<file path="src/rtl/alu_pkg.sv">
// Shared opcodes, FSM state encoding and framing constants for the UART ALU responder.
// ALU_MUL_EN selects whether the MUL opcode is recognised.
package alu_pkg;

  localparam logic [7:0] OP_ECHO_C = 8'hEC;
  localparam logic [7:0] OP_ADD_C  = 8'hA8;
  localparam logic [7:0] OP_MUL_C  = 8'h88;

  localparam int HDR_BYTES_C     = 4;
  localparam int ACC_WIDTH_C     = 32;
  localparam int OPERAND_BYTES_C = ACC_WIDTH_C / 8;

  typedef enum logic [2:0] {
    ST_IDLE,
    ST_HDR,
    ST_ECHO,
    ST_LOAD,
    ST_DROP,
    ST_SEND
  } state_e;

endpackage

</file>
<file path="src/rtl/uart_alu_responder_if.sv">
// Byte-stream bus: a byte moves on a clock edge where tvalid and tready are both high,
// and the master holds tdata/tvalid stable while tvalid=1 and tready=0.
interface uart_alu_responder_if #(
  parameter int DATA_WIDTH_P = 8
);
  logic [DATA_WIDTH_P-1:0] tdata;
  logic                    tvalid;
  logic                    tready;

  modport master (output tdata, output tvalid, input tready);
  modport slave  (input tdata, input tvalid, output tready);
endinterface

</file>
<file path="src/rtl/axis_out_reg.sv">
// Single-entry output register feeding the transmit stream; a load wins over a
// handshake, so back-to-back bytes stream without a bubble.
module axis_out_reg #(
  parameter int DATA_WIDTH_P = 8
) (
  input  logic                    clk,
  input  logic                    rst,
  input  logic                    load,
  input  logic [DATA_WIDTH_P-1:0] load_data,
  uart_alu_responder_if.master    tx
);

  always_ff @(posedge clk) begin
    if (rst) begin
      tx.tvalid <= 1'b0;
      tx.tdata  <= '0;
    end else if (load) begin
      tx.tvalid <= 1'b1;
      tx.tdata  <= load_data;
    end else if (tx.tvalid && tx.tready) begin
      tx.tvalid <= 1'b0;
    end
  end

endmodule

</file>
<file path="src/rtl/uart_alu_responder.sv">
// Packet responder: ECHO payload, ADD/MUL accumulate operands, DROP malformed packets.
// Define ALU_MUL_EN to compile in the MUL opcode and multiplier.
module uart_alu_responder
  import alu_pkg::*;
#(
  parameter int DATA_WIDTH_P = 8,
  parameter int ACC_WIDTH_P  = 32
) (
  input  logic                    clk,
  input  logic                    rst,
  input  logic [DATA_WIDTH_P-1:0] rx_tdata_i,
  input  logic                    rx_tvalid_i,
  output logic                    rx_tready_o,
  output logic [DATA_WIDTH_P-1:0] tx_tdata_o,
  output logic                    tx_tvalid_o,
  input  logic                    tx_tready_i,
  output logic                    err_o,
  output logic                    busy_o
);

  localparam int OPB = ACC_WIDTH_P / 8;
  localparam int BW  = (OPB > 1) ? $clog2(OPB) : 1;
  localparam logic [BW-1:0] BIDX_LAST = BW'(OPB - 1);

  state_e                   state_q, state_d;
  logic [15:0]              cnt_q, cnt_d;
  logic [7:0]               op_q, op_d;
  logic [7:0]               len_lo_q, len_lo_d;
  logic [ACC_WIDTH_P-1:0]   acc_q, acc_d;
  logic [ACC_WIDTH_P-1:0]   opnd_q, opnd_d;
  logic [BW-1:0]            bidx_q, bidx_d;
  logic                     first_q, first_d;
  logic                     err_q, err_d;

  logic                     rx_ready, rx_fire, tx_free;
  logic                     out_load, is_alu_op, len_ok;
  logic [DATA_WIDTH_P-1:0]  out_data;
  logic [15:0]              len_full;
  logic [ACC_WIDTH_P-1:0]   opnd_next, alu_res, acc_shift;

  uart_alu_responder_if #(.DATA_WIDTH_P(DATA_WIDTH_P)) tx_if ();

  axis_out_reg #(.DATA_WIDTH_P(DATA_WIDTH_P)) u_out (
    .clk       (clk),
    .rst       (rst),
    .load      (out_load),
    .load_data (out_data),
    .tx        (tx_if.master)
  );

  assign tx_if.tready = tx_tready_i;
  assign tx_tdata_o   = tx_if.tdata;
  assign tx_tvalid_o  = tx_if.tvalid;
  assign rx_tready_o  = rx_ready && !rst;
  assign err_o        = err_q;
  assign busy_o       = (state_q != ST_IDLE);

  assign rx_fire   = rx_tvalid_i && rx_ready;
  assign tx_free   = !tx_if.tvalid || tx_tready_i;
  assign len_full  = {rx_tdata_i, len_lo_q};
  // Operands arrive LSB first, so each new byte enters at the top and shifts down.
  assign opnd_next = (opnd_q >> 8) | (ACC_WIDTH_P'(rx_tdata_i) << (ACC_WIDTH_P - 8));
  assign acc_shift = acc_q >> {cnt_q, 3'b000};
  assign len_ok    = (len_full >= 16'(HDR_BYTES_C + OPB)) &&
                     (((len_full - 16'(HDR_BYTES_C)) % 16'(OPB)) == 16'd0);

  always_comb begin
    is_alu_op = (op_q == OP_ADD_C);
    alu_res   = acc_q + opnd_next;
`ifdef ALU_MUL_EN
    if (op_q == OP_MUL_C) begin
      is_alu_op = 1'b1;
      alu_res   = acc_q * opnd_next;
    end
`endif
    if (first_q) alu_res = opnd_next;
  end

  always_comb begin
    state_d  = state_q;
    cnt_d    = cnt_q;
    op_d     = op_q;
    len_lo_d = len_lo_q;
    acc_d    = acc_q;
    opnd_d   = opnd_q;
    bidx_d   = bidx_q;
    first_d  = first_q;
    err_d    = 1'b0;
    rx_ready = 1'b0;
    out_load = 1'b0;
    out_data = '0;
    case (state_q)
      ST_IDLE: begin
        rx_ready = 1'b1;
        if (rx_fire) begin
          op_d    = rx_tdata_i;
          cnt_d   = 16'd1;
          state_d = ST_HDR;
        end
      end
      ST_HDR: begin
        rx_ready = 1'b1;
        if (rx_fire) begin
          cnt_d = cnt_q + 16'd1;
          if (cnt_q == 16'd2) len_lo_d = rx_tdata_i;
          if (cnt_q == 16'(HDR_BYTES_C - 1)) begin
            // Remaining payload count; LEN <= 4 never enters a counting state.
            cnt_d = len_full - 16'(HDR_BYTES_C);
            if (op_q == OP_ECHO_C) begin
              state_d = (len_full > 16'(HDR_BYTES_C)) ? ST_ECHO : ST_IDLE;
            end else if (is_alu_op && len_ok) begin
              state_d = ST_LOAD;
              bidx_d  = '0;
              first_d = 1'b1;
            end else begin
              err_d   = 1'b1;
              state_d = (len_full > 16'(HDR_BYTES_C)) ? ST_DROP : ST_IDLE;
            end
          end
        end
      end
      ST_ECHO: begin
        rx_ready = tx_free;
        if (rx_fire) begin
          out_load = 1'b1;
          out_data = rx_tdata_i;
          cnt_d    = cnt_q - 16'd1;
          if (cnt_q == 16'd1) state_d = ST_IDLE;
        end
      end
      ST_DROP: begin
        rx_ready = 1'b1;
        if (rx_fire) begin
          cnt_d = cnt_q - 16'd1;
          if (cnt_q == 16'd1) state_d = ST_IDLE;
        end
      end
      ST_LOAD: begin
        // Gated on a free output slot so the first result byte can load on the last operand byte.
        rx_ready = tx_free;
        if (rx_fire) begin
          opnd_d = opnd_next;
          cnt_d  = cnt_q - 16'd1;
          if (bidx_q == BIDX_LAST) begin
            acc_d   = alu_res;
            first_d = 1'b0;
            bidx_d  = '0;
          end else begin
            bidx_d = bidx_q + 1'b1;
          end
          if (cnt_q == 16'd1) begin
            state_d  = ST_SEND;
            out_load = 1'b1;
            out_data = alu_res[DATA_WIDTH_P-1:0];
            cnt_d    = 16'd1;
          end
        end
      end
      ST_SEND: begin
        // cnt_q counts result bytes already loaded into the output register.
        if (tx_if.tvalid && tx_tready_i) begin
          if (cnt_q == 16'(OPB)) begin
            state_d = ST_IDLE;
            cnt_d   = '0;
          end else begin
            out_load = 1'b1;
            out_data = acc_shift[DATA_WIDTH_P-1:0];
            cnt_d    = cnt_q + 16'd1;
          end
        end
      end
      default: state_d = ST_IDLE;
    endcase
  end

  always_ff @(posedge clk) begin
    if (rst) begin
      state_q  <= ST_IDLE;
      cnt_q    <= '0;
      op_q     <= '0;
      len_lo_q <= '0;
      acc_q    <= '0;
      opnd_q   <= '0;
      bidx_q   <= '0;
      first_q  <= 1'b0;
      err_q    <= 1'b0;
    end else begin
      state_q  <= state_d;
      cnt_q    <= cnt_d;
      op_q     <= op_d;
      len_lo_q <= len_lo_d;
      acc_q    <= acc_d;
      opnd_q   <= opnd_d;
      bidx_q   <= bidx_d;
      first_q  <= first_d;
      err_q    <= err_d;
    end
  end

endmodule

</file>
<file path="config.mk">
export PLATFORM = sky130hd
export DESIGN_NAME = uart_alu_responder
export DESIGN_NICKNAME = d
export VERILOG_FILES = /design/src/rtl/alu_pkg.sv /design/src/rtl/uart_alu_responder_if.sv /design/src/rtl/axis_out_reg.sv /design/src/rtl/uart_alu_responder.sv
export SDC_FILE = /design/constraint.sdc
export NUM_CORES = 1
export LEC_CHECK = 0
export CAP_MARGIN = 20
export CELL_PAD_IN_SITES_DETAIL_PLACEMENT = 1
export CELL_PAD_IN_SITES_GLOBAL_PLACEMENT = 1
export CORE_ASPECT_RATIO = 0.7
export CORE_MARGIN = 2
export CORE_UTILIZATION = 46
export DETAILED_ROUTE_END_ITERATION = 10
export PLACE_DENSITY = 0.86
export SYNTH_ARGS = -nofsm -noshare
export SYNTH_HDL_FRONTEND = slang
export SYNTH_SLANG_ARGS = --single-unit
</file>
<file path="constraint.sdc">
create_clock -name clk -period 3.6 [get_ports clk]
set_input_delay 0.72 -clock clk [delete_from_list [all_inputs] [get_ports clk]]
set_output_delay 0.72 -clock clk [all_outputs]
set_load 0.01 [all_outputs]
</file>
==> results of run 1 <==
## Yosys cell counts (14+ instances only)
cell / instances / share of area (%)
o21ai_0: 50 / 3.5
xnor2_1: 25 / 3.0
a211oi_1: 21 / 2.2
ha_1: 39 / 6.8
nor2_1: 103 / 5.4
clkbuf_1: 57 / 3.0
a21oi_1: 111 / 7.7
nor3_1: 34 / 2.4
mux2i_1: 14 / 1.9
a21o_1: 17 / 1.8
nand3_1: 15 / 1.0
inv_1: 22 / 1.1
nand2_1: 160 / 8.3
dfxtp_1: 104 / 29
xor2_1: 17 / 2.1
## area by class of cell
class	instances	area, um2	area share, %
Tap cell	200	250	3.13
Clock inverter	5	61.3	0.767
Clock buffer	11	243	3.04
Sequential cell	104	2080	26.0
Timing Repair Buffer	55	480	6.01
Multi-Input combinational cell	780	4790	59.9
Inverter	23	86.3	1.08
## cell families after synthesis
| family | count (synthesis) |
|---|---|
| buf+inv | 86 |
| fa+ha+maj | 40 |
| simple gates | 387 |
| compound gates | 288 |
| xor+xnor | 42 |
| mux | 23 |
| flops | 104 |
## flip-flops by register name (all words and copies together) (netlist names)
register,count
u_out.tx.tdata,8
err_o,1
cnt_q,16
bidx_q,2
state_q,3
len_lo_q,8
acc_q,32
u_out.tx.tvalid,1
op_q,8
first_q,1
opnd_q,24
## where the power goes
| part | internal (uW) | switching, uW |
|---|---|---|
| sequential | 1160 | 19.9 |
| combinational | 118 | 245 |
| clock | 566 | 495 |
| total | 1850 | 760 |
## repair_timing
item / in CTS / in global routing
setup endpoints to repair: 0 / 1
gates resized for setup: 0 / 1
hold buffers: 0 / 0
## path summary, 6_finish.rpt
path                                        start  slack, ps           endpoint
worst max register to register           acc_q[0]        300          acc_q[28]
worst min register to register  u_out.tx.tdata[2]        470  u_out.tx.tdata[2]
worst max-delay path                rx_tdata_i[1]        220         state_q[2]
worst min-delay path            u_out.tx.tdata[2]        470  u_out.tx.tdata[2]
## metal layers
layer / wire length (um) / share of wire [%] / track usage [%]
met4: 659 / 2.5 / 10.8
met2: 10700 / 40 / 45.4
met1: 12700 / 47 / 46.9
met5: 0 / 0 / 0
met3: 2800 / 10 / 11.0
## worst register-to-register path: stages, from the launching register on
cell and delay (ps):
dfxtp_1 380, ha_1 240, inv_1 70, fa_1 400, nor2b_1 160, o2111ai_1 150
a211o_1 390, a211oi_1 250, buf_4 170, o31ai_1 120, a211oi_2 280, nor3_1 60
or3_1 320, a211oi_1 230
## placed cells by master, fill, tap and decap left out, types with 9 or more instances in the layout
| cell type | n |
|---|---|
| nand2_1 | 160 |
| a21oi_1 | 111 |
| dfxtp_1 | 104 |
| nor2_1 | 102 |
| o21ai_0 | 49 |
| ha_1 | 39 |
| nor3_1 | 34 |
| buf_4 | 32 |
| xnor2_1 | 25 |
| inv_1 | 22 |
| clkdlybuf4s50_1 | 22 |
| a211oi_1 | 20 |
| a21o_1 | 17 |
| xor2_1 | 17 |
| nand3_1 | 15 |
| mux2i_1 | 14 |
| nand2b_1 | 11 |
| a31oi_1 | 11 |
| nand4_1 | 11 |
| o211ai_1 | 9 |
| clkbuf_16 | 9 |
## per-stage QoR
step	setup TNS, ps	instances	hold slack, ps
floorplan	0	970	432
global placement	-70.9	1162	440
detailed placement	-261	1162	456
CTS	0	1178	468
global route	0	1178	487
finish	0	1178	466
==> run_results.csv, run 1 <==
group,metric,value,unit
global_route,grt_pass1_vias,7486,
critical_path,crit_fanout,3,
global_route,antenna_found_initial,0,
timing,fin_crit_sh,93.9,%
critical_path,crit_buf_inv,1,
clock_tree,cts_setup_buffers,0,
clock_tree,cts_tree,"built",
floorplanning,die_h,109,um
critical_path,crit_type,"input port to flip-flop",
power,max-vdd-ir-drop,198,uV
power,finalPower,2610,uW
cells_and_area,drive_gt1_share,7.06,%
floorplanning,die_w,154,um
yosys,synth_top_family_by_area,"compound AO/OA/AOI/OAI gates",
yosys,synthSimpleGateAreaFrac,24.3,%
critical_path,critical-path-top-delay-family,"simple AND/OR/NAND/NOR gates",
critical_path,crit_slowest_cell,"or4_4",
yosys,synth_xor_area_share,5.11,%
global_route,grt_pass1_wl,42500,um
routing,vias,7765,
place,hpwlAfterDp,19600,um
clock_tree,clk_path_buf_depth,2,
cells_and_area,area_delta_synth_final,11.0,%
timing,finalHoldViolCount,0,
critical_path,worstRegToRegCells,13,
cells_and_area,fillerInstances,1954,
power,leakage,0.00301,uW
min_path,min_path_type,"flip-flop to flip-flop",
routing,ant_nets,0,
place,placed_area,0.00769,mm2
clock_tree,worstSkewPairLatency,370,ps
yosys,synth_ff_type,"dfxtp_1",
clock_tree,cts.sinks,104,
clock_tree,cts_made_buffers,9,
timing,relSlewSlack,51.5,%
clock_tree,clk_pin_slew,80,ps
routing,dr.pass1.iters,6,
global_route,globalRouteTotalUtil,32.6,%
place,routabilityCongestion,0.953,
routing,drt-initial-drc-count,816,
critical_path,slowest_delay,550,ps
critical_path,cp.depth,9,
routing,route.detailed.drc,0,
yosys,ys_types,70,
status,status,"complete, no violations",
floorplanning,initial_core_util,46.8,%
yosys,postSynthAreaPerCell,7.43,um2
clock_tree,clock-root-buffer,"clkbuf_16",
critical_path,cp_data_arrival_time,3680,ps
cells_and_area,final_cell_area,0.00800,mm2
min_path,whs_path_depth,2,
yosys,synth_compound_area_share,25.3,%
routing,via_per_inst,6.59,
timing,setup_viol,0,
routing,routed_wl,26900,um
critical_path,start_kind,"input port",
critical_path,crit_required,3900,ps
power,powerDensity,326,mW/mm2
yosys,muxShareOfSynthArea,4.60,%
place,io_buffers,23,
timing,slew_violations,0,
floorplanning,num_rows,38,
global_route,grt_max_degree,61,
yosys,synth-edff-count,0,
global_route,grt-ovfl-total,0,
yosys,syn_area,0.00721,mm2
yosys,ys_seq_elements,104,
clock_tree,h-tree-depth,3,
timing,period_needed,3380,ps
timing,worstMarginPinSlew,723,ps
floorplanning,pin_count,24,
critical_path,crit_chain,"clkdlybuf4s50_1 > or4_4 > or3_4 > or4b_4 > o311a_4 > nor3_1 > o21ai_1 > or3_1 > a21oi_1",
flow_run,drv_cap,0,
routing,wire_per_inst,22.8,um
timing,clock_skew,7.05,ps
yosys,syn-num-nets,1022,
yosys,synth-async-reset-ratio,0,%
yosys,yosys_warnings,0,
yosys,synth_cells,970,
timing,rsz0062_at_grt,"false",
yosys,ys_seq_area_share,28.9,%
cells_and_area,post-route-util,51.9,%
place,dp_slack,-116,ps
floorplanning,coreArea,0.0154,mm2
floorplanning,die-area,0.0167,mm2
cells_and_area,n_antenna_cell,0,
critical_path,critPathCaptureType,"flip-flop",
timing,final.setup.worst_slack,219,ps
yosys,synth_adder_area_share,7.05,%
cells_and_area,final_nets,1025,
timing,fmax,0.296,GHz
Note: power is estimated with default switching activity, not from simulation.
==> inputs of run 2 (changes only) <==
Settings changed: CORE_UTILIZATION 46 to 50, PLACE_DENSITY 0.86 to 0.92.
Clock period 3.6 ns to 4.1 ns, I/O delays scaled along.
==> run 2 against run 1 <==
Clock-buffer cell count rose by 1. Clock skew barely moved. Highest routed layer unchanged. Register-to-register slack better by 310 ps.
==> run_results.csv, run 2 (synthesis gave the netlist of run 1 again) <==
group,metric,value,unit
min_path,whs_endpoint,"op_q[0]",
clock_tree,cts_tree,"built",
clock_tree,cts_made_buffers,9,
cells_and_area,drive_gt1_share,6.19,%
flow_run,drv_cap,0,
global_route,grt-ovfl-total,0,
timing,final.setup.worst_slack,523,ps
place,hpwlAfterDp,19400,um
cells_and_area,largest_register_ffs,32,
global_route,globalRouteTotalUtil,36.0,%
global_route,grt_pass1_vias,7780,
timing,setup_viol,0,
clock_tree,cts.repair.resized,0,
timing,period_needed,3580,ps
power,switching_share,28.9,%
timing,slew_violations,0,
power,p_int,1630,uW
timing,relSlewSlack,41.7,%
timing,clock_skew,7.47,ps
min_path,min_path_type,"flip-flop to flip-flop",
critical_path,rr_startpoint,"acc_q[0]",
critical_path,critPathCaptureType,"flip-flop",
routing,vias,7958,
routing,dr.pass1.iters,5,
min_path,whs_path_depth,2,
timing,fin_crit_sh,87.3,%
cells_and_area,final_nets,1017,
critical_path,worstRegToRegCells,13,
floorplanning,die_h,104,um
floorplanning,num_rows,36,
place,io_buffers,23,
routing,routed_wl,27900,um
power,p_sw,663,uW
critical_path,crit_fanout,3,
critical_path,crit_required,4390,ps
global_route,grt_max_degree,54,
place,routabilityCongestion,0.886,
power,leakage,0.00298,uW
timing,finalSetupTns,0,ps
min_path,hold_start,"op_q[0]",
routing,route.detailed.drc,0,
floorplanning,initial_core_util,51.4,%
status,status,"complete, no violations",
floorplanning,coreArea,0.0140,mm2
cells_and_area,reg.largest.list,"acc_q: 32 flops, opnd_q: 24 flops, cnt_q: 16 flops",
cells_and_area,layout_common_cells,"160 x nand2_1, 111 x a21oi_1, 104 x dfxtp_1, 102 x nor2_1, 49 x o21ai_0",
clock_tree,worstSkewPairLatency,360,ps
timing,finalHoldViolCount,0,
routing,ant_nets,0,
floorplanning,die-area,0.0154,mm2
clock_tree,clock-root-buffer,"clkbuf_16",
power,p_comb_share,13.3,%
timing,rsz0062_at_grt,"false",
timing,worstMarginPinSlew,873,ps
routing,wire_per_inst,24.0,um
critical_path,cp_data_arrival_time,3860,ps
global_route,grt_pass1_wl,43700,um
power,clkPwrFrac,40.9,%
floorplanning,die_w,147,um
power,powerDensity,290,mW/mm2
routing,via_per_inst,6.85,
cells_and_area,area_delta_synth_final,9.85,%
routing,drt-initial-drc-count,862,
clock_tree,cts.sinks,104,
cells_and_area,layout_commonest_cell,"nand2_1",
critical_path,crit_type,"input port to flip-flop",
global_route,antenna_found_initial,1,
cells_and_area,regMostFlops,"acc_q",
timing,fmax,0.280,GHz
floorplanning,pin_count,24,
clock_tree,clk_pin_slew,80,ps
clock_tree,cts_setup_buffers,0,
critical_path,rrSetupSlack,610,ps
clock_tree,h-tree-depth,3,
power,seq_power_share,45.8,%
clock_tree,ctsHoldBuffers,0,
critical_path,r2r_end,"acc_q[28]",
clock_tree,clk_path_buf_depth,2,
critical_path,start_kind,"input port",
power,max-vdd-ir-drop,202,uV
place,dp_slack,255,ps
==> run 2: area by class of cell <==
| class | instances | area (um2) |
|---|---|---|
| Multi-Input combinational cell | 780 | 4790 |
| Timing Repair Buffer | 47 | 408 |
| Fill cell | 1737 | 6090 |
| Clock inverter | 4 | 52.6 |
| Tap cell | 190 | 238 |
| Clock buffer | 12 | 256 |
| Antenna cell | 1 | 2.50 |
| Inverter | 23 | 86.3 |
| Sequential cell | 104 | 2080 |
==> run 2: per-stage QoR <==
stage	cell area [um2]	util [%]	instances	hold WS, ps	power (uW)
finish	7920	56.5	1161	465	2300
global route	7910	56.5	1160	487	2350
CTS	7910	56.5	1160	463	2280
detailed placement	7600	54.3	1144	453	1360
global placement	7600	54.3	1144	441	1350
floorplan	7210	-	970	432	1260
==> run 2: power groups by stage <==
| stage | combinational, uW | sequential (uW) | clock (uW) |
|---|---|---|---|
| finish | 305 | 1050 | 939 |
| global route | 325 | 1050 | 975 |
| CTS | 296 | 1050 | 935 |
| detailed placement | 291 | 1070 | 0 |
| global placement | 282 | 1070 | 0 |
| floorplan | 204 | 1050 | 0 |
==> run 2: how the worst max path moves through the flow <==
| stage | startpoint | to | slack, ps | cells past startpoint |
|---|---|---|---|---|
| finish | rx_tdata_i[1] | state_q[2] | 520 | 9 |
| floorplan | rx_tdata_i[2] | state_q[2] | 750 | 9 |
| global placement | rx_tdata_i[1] | state_q[2] | 320 | 9 |
| detailed placement | rx_tdata_i[1] | state_q[2] | 260 | 9 |
| global route | acc_q[0] | acc_q[28] | 360 | 13 |
| CTS | rx_tdata_i[1] | state_q[2] | 520 | 9 |
==> run 2: layer usage <==
layer  part of all wire, %  GRT usage [%]  up-vias  routed length [um]
met5                     0              0        -                   0
met4                   2.9           10.3        0                 820
met3                    13           11.9       74                3590
met2                    42           53.1      498               11700
met1                    42           50.1     3892               11800
li1                      -              -     3494                   -
==> run 2: worst max-delay path, stage by stage <==
cell and delay (ps):
clkdlybuf4s50_1 420, or4_4 580, or3_4 380, or4b_4 530, o311a_4 350, nor3_1 220, o21ai_1 90, or3_1 330
a21oi_1 140
